--- src/rtl/sr_trig_bank.sv ---
// -----------------------------------------------------------------------------
// sr_trig_bank
//
// Bank of WIDTH independent clocked set/reset flip-flops. Each channel is the
// edge-triggered successor of a gated SR latch. The following are added:
//   - a selectable policy for the S=R=1 case (MODE),
//   - optional synchroniser stages on S/R for signals from other clock domains,
//   - registered edge pulses (Rise/Fall),
//   - a per-channel conflict flag.
// Typical use: sticky status flags, mode bits and IRQ-pending latches.
//
// Parameters
//   WIDTH        number of channels, 1..32
//   MODE         S=R=1 policy: 0 reset-dominant, 1 set-dominant,
//                2 toggle (JK), 3 hold
//   SYNC_STAGES  flop stages on S/R before the core
//                (0 = use S/R directly, 2..3 = CDC synchroniser)
//   INIT_VAL     value loaded into Q on reset and on Clr
//
// Optional feature
//   SR_CONFLICT_CNT_EN  when defined, adds the 8-bit ConflictCnt output and its
//                       saturating counter. When undefined, the port and its
//                       logic are absent.
//
// Ports
//   Clk          in   1      system clock, rising edge
//   Rst_n        in   1      asynchronous active-low reset
//   En           in   1      S/R are acted on only in cycles with En=1
//   Clr          in   1      synchronous clear of Q to INIT_VAL, independent of En
//   S            in   WIDTH  per-channel set request, level-sampled
//   R            in   WIDTH  per-channel reset request, level-sampled
//   Q            out  WIDTH  channel state
//   Qn           out  WIDTH  complement of Q, held in its own register
//   Rise         out  WIDTH  1-cycle pulse when a channel's Q goes 0 -> 1
//   Fall         out  WIDTH  1-cycle pulse when a channel's Q goes 1 -> 0
//   Conflict     out  WIDTH  1-cycle pulse: the channel saw S=R=1 with En=1
//                            in the previous cycle
//   ConflictCnt  out  8      saturating count of conflict cycles
//                            (SR_CONFLICT_CNT_EN only)
// -----------------------------------------------------------------------------
module sr_trig_bank #(
  parameter int               WIDTH       = 8,
  parameter int               MODE        = 0,
  parameter int               SYNC_STAGES = 0,
  parameter logic [WIDTH-1:0] INIT_VAL    = '0
) (
  input  logic             Clk,
  input  logic             Rst_n,
  input  logic             En,
  input  logic             Clr,
  input  logic [WIDTH-1:0] S,
  input  logic [WIDTH-1:0] R,
  output logic [WIDTH-1:0] Q,
  output logic [WIDTH-1:0] Qn,
  output logic [WIDTH-1:0] Rise,
  output logic [WIDTH-1:0] Fall,
  output logic [WIDTH-1:0] Conflict
`ifdef SR_CONFLICT_CNT_EN
  ,
  output logic [7:0]       ConflictCnt
`endif
);

  // ---------------------------------------------------------------------------
  // Elaboration-time parameter checks
  // ---------------------------------------------------------------------------
  if (MODE < 0 || MODE > 3) begin : g_bad_mode
    $error("sr_trig_bank: illegal MODE %0d (legal range 0..3)", MODE);
  end

  if (WIDTH < 1 || WIDTH > 32) begin : g_bad_width
    $error("sr_trig_bank: illegal WIDTH %0d (legal range 1..32)", WIDTH);
  end

  if (SYNC_STAGES < 0 || SYNC_STAGES > 3) begin : g_bad_sync
    $error("sr_trig_bank: illegal SYNC_STAGES %0d (legal range 0..3)", SYNC_STAGES);
  end

  // ---------------------------------------------------------------------------
  // Input synchroniser
  // ss/rs are S/R delayed by SYNC_STAGES flops. The stages are cleared only by
  // Rst_n. Clr does not flush them: a request already in flight when Clr is
  // applied still reaches the core afterwards.
  // ---------------------------------------------------------------------------
  logic [WIDTH-1:0] ss;
  logic [WIDTH-1:0] rs;

  if (SYNC_STAGES == 0) begin : g_nosync
    assign ss = S;
    assign rs = R;
  end else begin : g_sync
    logic [WIDTH-1:0] s_pipe [SYNC_STAGES];
    logic [WIDTH-1:0] r_pipe [SYNC_STAGES];

    always_ff @(posedge Clk or negedge Rst_n) begin
      if (!Rst_n) begin
        for (int i = 0; i < SYNC_STAGES; i++) begin
          s_pipe[i] <= '0;
          r_pipe[i] <= '0;
        end
      end else begin
        s_pipe[0] <= S;
        r_pipe[0] <= R;
        for (int i = 1; i < SYNC_STAGES; i++) begin
          s_pipe[i] <= s_pipe[i-1];
          r_pipe[i] <= r_pipe[i-1];
        end
      end
    end

    assign ss = s_pipe[SYNC_STAGES-1];
    assign rs = r_pipe[SYNC_STAGES-1];
  end

  // ---------------------------------------------------------------------------
  // Next-state decode
  // Priority: Clr, then En=0 (hold), then the per-channel S/R decode.
  // ---------------------------------------------------------------------------
  logic [WIDTH-1:0] q_next;
  logic [WIDTH-1:0] conflict_next;

  always_comb begin
    q_next = Q;
    if (Clr) begin
      // Any S/R request sampled in this cycle is dropped.
      q_next = INIT_VAL;
    end else if (En) begin
      for (int i = 0; i < WIDTH; i++) begin
        case ({ss[i], rs[i]})
          2'b10:   q_next[i] = 1'b1;
          2'b01:   q_next[i] = 1'b0;
          2'b11: begin
            case (MODE)
              0:       q_next[i] = 1'b0;
              1:       q_next[i] = 1'b1;
              2:       q_next[i] = ~Q[i];
              default: q_next[i] = Q[i];
            endcase
          end
          default: q_next[i] = Q[i];
        endcase
      end
    end
  end

  // The conflict flag reports the S=R=1 event in every MODE, including hold.
  // It is masked by Clr because Clr discards the request.
  always_comb begin
    conflict_next = ss & rs & {WIDTH{En & ~Clr}};
  end

  // ---------------------------------------------------------------------------
  // State and pulse registers
  // Qn has its own flop so that it is a clean registered output, never a
  // combinational inverter on Q. Rise/Fall are computed from the same Q and
  // q_next, so they are valid in the same cycle as the new Q.
  // ---------------------------------------------------------------------------
  always_ff @(posedge Clk or negedge Rst_n) begin
    if (!Rst_n) begin
      Q        <= INIT_VAL;
      Qn       <= ~INIT_VAL;
      Rise     <= '0;
      Fall     <= '0;
      Conflict <= '0;
    end else begin
      Q        <= q_next;
      Qn       <= ~q_next;
      Rise     <= ~Q & q_next;
      Fall     <= Q & ~q_next;
      Conflict <= conflict_next;
    end
  end

`ifdef SR_CONFLICT_CNT_EN
  // ---------------------------------------------------------------------------
  // Conflict counter
  // Adds at most one per cycle, however many channels conflict in that cycle.
  // Sticks at 8'hFF. Cleared by Rst_n and by Clr.
  // ---------------------------------------------------------------------------
  logic [7:0] conflict_cnt;

  always_ff @(posedge Clk or negedge Rst_n) begin
    if (!Rst_n) begin
      conflict_cnt <= 8'h00;
    end else if (Clr) begin
      conflict_cnt <= 8'h00;
    end else if ((|conflict_next) && (conflict_cnt != 8'hFF)) begin
      conflict_cnt <= conflict_cnt + 8'h01;
    end
  end

  assign ConflictCnt = conflict_cnt;
`endif

endmodule
--- config.mk ---
export PLATFORM = sky130hd
export DESIGN_NAME = sr_trig_bank
export DESIGN_NICKNAME = d
export VERILOG_FILES = /design/src/rtl/sr_trig_bank.sv
export SDC_FILE = /design/constraint.sdc
export NUM_CORES = 1
export LEC_CHECK = 0
export ABC_AREA = 1
export CAP_MARGIN = 40
export CORE_ASPECT_RATIO = 1.2
export CORE_MARGIN = 1.5
export CORE_UTILIZATION = 40
export CTS_CLUSTER_SIZE = 8
export DETAILED_ROUTE_END_ITERATION = 6
export GPL_TIMING_DRIVEN = 0
export PLACE_DENSITY = 0.75
export SLEW_MARGIN = 20
export SYNTH_ARGS = -nofsm -noshare
export SYNTH_HDL_FRONTEND = slang
export SYNTH_SLANG_ARGS = --single-unit
--- constraint.sdc ---
create_clock -name Clk -period 1.4 [get_ports Clk]
set_clock_uncertainty 0.2 [all_clocks]
set_input_delay 0.28 -clock Clk [delete_from_list [all_inputs] [get_ports Clk]]
set_output_delay 0.28 -clock Clk [all_outputs]
set_load 0.02 [all_outputs]
# --- Word-level counts from Yosys, hierarchy flattened ---
# Cells that the tools add are included.
classes:
  mux: 10
  reduce_logical: 8
  bitwise: 8
  eq_ne: 24
ops:
  columns: ["operator", "n"]
  rows:
  - ["$and 8x8->8", 4]
  - ["$eq 2x2->1 const B", 16]
  - ["$eq 2x1->1 const B", 8]
  - ["$mux 8", 2]
  - ["$not 8->8", 2]
  - ["$pmux 1 s2", 8]
  - ["$reduce_or 2->1", 8]
  - ["$and 1x1->1", 1]
  - ["$not 1->1", 1]
word_totals:
  input_bits: 20
  output_inout_bits: 40
  reg_bits: 40
  wordCells: 55

# --- Longest topological paths before layout ---
depth:
  depth_word: 7
  ltp_mapped: 7
  ltp_nobuf: 5

# --- Worst setup path after synthesis ---
# OpenSTA, ideal clock, no wires.
synth_path:
  path_kind: "input-to-reg"
  start: "input En"
  end: "register Q[7]"
  setup_ns: 0.113
  path_stages: 6
  arrival_ns: 0.738
  setup_slack_ns: 0.348
  required_ns: 1.087
  path_buffers: 2
  cell_sequence: "buf_6 -> buf_12 -> nand2_2 -> nand2_1 -> nand2_2 -> inv_1"
synth_via:
  elab_chain_len: 2
synth_lines:
  columns: ["item", "line", "text"]
  rows:
  - ["start, declared", "49", "input logic En,"]
  - ["$mux 8", "127", "end else if (En) begin"]
  - ["$mux 8", "124", "if (Clr) begin"]
  - ["net q_next[7]", "119", "logic [WIDTH-1:0] q_next;"]
  - ["end signal, assigned", "166", "Q <= q_next;"]
  - ["end, declared", "53", "output logic [WIDTH-1:0] Q,"]
# The timed path passes the listed nets, and every way through them passes these cells.

# --- Worst setup path after layout ---
layout_path:
  start: "register Qn[7]"
  end: "output Qn[7]"
layout_lines:
  columns: ["item", "line", "text"]
  rows:
  - ["start, declared", "54", "output logic [WIDTH-1:0] Qn,"]
  - ["start signal, assigned", "161", "Qn <= ~INIT_VAL;"]
  - ["start signal, assigned", "167", "Qn <= ~q_next;"]
# No word-level cell between the ends.

==> results_dict.tcl <==
set metrics [dict create \
    cts_max_level 2 \
    power.density_nw_per_um2 1120 \
    layout.nets 227 \
    internal-power_mw 1.71 \
    critical_path_depth 1 \
    worstPathArrival_ns 0.94 \
    crit_buf_inv 1 \
    n_fill_cell 315 \
    synth.top_cell.area_share 0.549 \
    p_sw_mw 0.583 \
    synth_warnings 0 \
    rr_endpoint "Q[5]" \
    gp_congestion 0.682 \
    fp-row-count 23 \
    worstSetupPathType "flip-flop to primary output" \
    ys_async_sr_fraction 1.00 \
    remaining_drc_errors 4 \
    cp.required_ns 0.92 \
    dr.pass1.iters 7 \
    crit_fanout 1 \
    r2r_slack_ns 0.42 \
    vias_per_cell 4.55 \
    avgRoutedWirePerCell_um 13.0 \
    worstSkewPairLatency_ns 0.28 \
    vias 1115 \
    drive_gt1_frac 0.337 \
    yosys-top-cells-area "dfrtp_1 55%, dfstp_2 14%, nand2_1 11%, inv_1 5.7%, nor2_1 4.1%" \
    rsz0062_at_grt "true" \
    endpoint "Qn[7]" \
    critPathLaunchType "flip-flop" \
    syn_area_per_cell_um2 10.4 \
    synth-edff-count 0 \
    tightest_slew_ns 0.294 \
    grt_pass1_wl_um 5470 \
    start_util 0.426 \
    drt_iter0_drc 46 \
    ys_types 13 \
    grt_max_degree 30 \
    hold_viol 0 \
    critical-path-top-delay-family "flip-flops" \
    maxCapViolCount 0 \
    antennaDiodeCount 0 \
    setup_tns_ns -0.0497 \
    syn_to_final_growth_pct 40.4 \
    hold_ws_ns 0.0582 \
    netlist_instances 140 \
    io_pins 60 \
    ys_ff_latch 40 \
    dieWidth_um 58.1 \
    post_cts_buffers 0 \
    first_global_vias 1205 \
    switching_share 0.255 \
    yosysMostFrequentCell "nand2_1" \
    die_y_um 69.1 \
    critPathLaunch "Qn[7]" \
    clock-root-buffer "clkbuf_8" \
    synth_ff_type "dfrtp_1" \
    syn-num-nets 160 \
    seq_area_frac_synth 0.694 \
    path_cells "buf_6" \
    final.setup.worst_slack_ns -0.0192 \
    status "complete, but fails checks" \
    netlist_area_um2 1460 \
    portBuffers 58 \
    cp-end-kind "primary output" \
    hpwl_um 2340 \
    synthTopCellsByCount "41 x nand2_1, 32 x dfrtp_1, 22 x inv_1, 16 x nor2_1, 8 x dfstp_2" \
    cts_buffers 5 \
    p_leak_nw 1.19 \
    maxSlewViolCount 0 \
    min_period_over_period 1.01 \
    dieArea_um2 4020 \
    ir_drop_mv 0.730 \
    wirelength_um 3180 \
    coreArea_um2 3420 \
    ant_nets 0 \
    r2r-start "Q[5]" \
    slew_headroom 0.804 \
    cts.sinks 40 \
    fin_crit_ns 1.42 \
    tritoncts "built" \
    antenna_found_initial 0 \
    setup_viol 5 \
    cp_slowest_cell "dfstp_2" \
    reg2reg_depth 4 \
    synth_top_area_cell "dfrtp_1" \
    violations "design-rule violations, negative setup slack" \
    combPwrFrac 0.148 \
    clk_pin_slew_ns 0.08 \
    hold_path_class "input port to flip-flop" \
    gr-total-overflow 0 \
    grtUsageTotal 0.186 \
    fmax_mhz 705 \
    pwr-share-clk 0.312 \
    seqPwrFrac 0.540 \
    clockBufferDepth 2 \
    critPathMaxStageDelay_ns 0.54 \
]
-- per-stage QoR --
| step | utilization | setup WS [ns] | cell area, µm² | power [mW] | std cells |
|---|---|---|---|---|---|
| after global placement | 0.609 | -0.972 | 2080 | 1.61 | 235 |
| after floorplan | - | 0.348 | 1460 | 1.42 | 140 |
| after CTS | 0.634 | -0.0365 | 2170 | 2.34 | 245 |
| after global routing | 0.598 | -0.0574 | 2050 | 2.41 | 245 |
| after detailed placement | 0.613 | -0.194 | 2100 | 1.63 | 236 |
| final | 0.598 | -0.0192 | 2050 | 2.29 | 245 |
-- worst min-delay path, delay by kind of cell --
kind,cells,cell delay (ns)
AND/OR/NAND/NOR,2,0.11
buffers and inverters,1,0.12
-- power groups by stage --
stage | clock (mW) | combinational (mW) | sequential (mW)
finish | 0.715 | 0.338 | 1.24
global route | 0.793 | 0.372 | 1.24
CTS | 0.741 | 0.357 | 1.24
detailed placement | 0 | 0.373 | 1.26
global placement | 0 | 0.358 | 1.25
floorplan | 0 | 0.101 | 1.32
-- per-layer routing --
layer | share of wire | wire length, µm | track usage | vias to the layer above
met5 | 0 | 0 | 0 | -
met4 | 0.024 | 76 | 0.0853 | 0
met1 | 0.37 | 1170 | 0.205 | 523
li1 | - | - | - | 537
met3 | 0.091 | 289 | 0.0750 | 8
met2 | 0.52 | 1650 | 0.306 | 47
-- layout by cell type (no fill, tap or decap) --
master / synthesis / layout
inv_1: 22 / 22
dlygate4sd3_1: 0 / 1
clkinv_2: 0 / 1
clkdlybuf4s15_2: 0 / 1
nor3_2: 1 / 1
nand2_1: 41 / 41
nand2_2: 6 / 6
nand2_4: 1 / 1
buf_6: 1 / 9
clkdlybuf4s50_1: 0 / 17
dfstp_2: 8 / 8
buf_2: 0 / 32
dfrtp_1: 32 / 32
nor3_1: 7 / 7
inv_2: 3 / 3
buf_12: 1 / 2
nor2_1: 16 / 16
clkbuf_1: 0 / 2
clkbuf_8: 1 / 6
-- area by class of cell --
type,instances,area (µm²),area share
Inverter,25,93.8,0.0458
Clock inverter,1,5.00,0.00244
Multi-Input combinational cell,72,308,0.150
Sequential cell,40,1010,0.494
Buffer,3,45.0,0.0220
Timing Repair Buffer,60,462,0.226
Clock buffer,7,76.3,0.0373
Tap cell,37,46.3,0.0226
-- kinds of logic (layout without fill, tap and decap cells) --
group                  count (synthesis)  after routing  share of synthesized area
and+or+nand+nor                       72             72                      0.211
buffers and inverters                 28             96                     0.0953
DFF                                   40             40                      0.694
-- flip-flops by register name (all words and copies together), names as in the netlist --
name / cells
Rise: 8
Q: 8
Fall: 8
Conflict: 8
Qn: 8
-- worst min path at each step --
stage,slack [ns],cells after the start,end,from
after CTS,0.05,3,Conflict[1],En
after global placement,0.25,1,Rise[5],Q[5]
after detailed placement,-0.01,1,Q[2],Rst_n
final,0.06,3,Conflict[1],En
after floorplan,-0.22,0,Conflict[0],Rst_n
after global routing,0.07,3,Conflict[0],En
-- repair_timing --
item                       4_1_cts  5_1_grt
hold buffers                     1        0
pin swaps                        0        0
hold endpoints to repair        34        0
setup endpoints to repair       40       28
resized for setup              155       20
(Power assumes the default switching activity.)
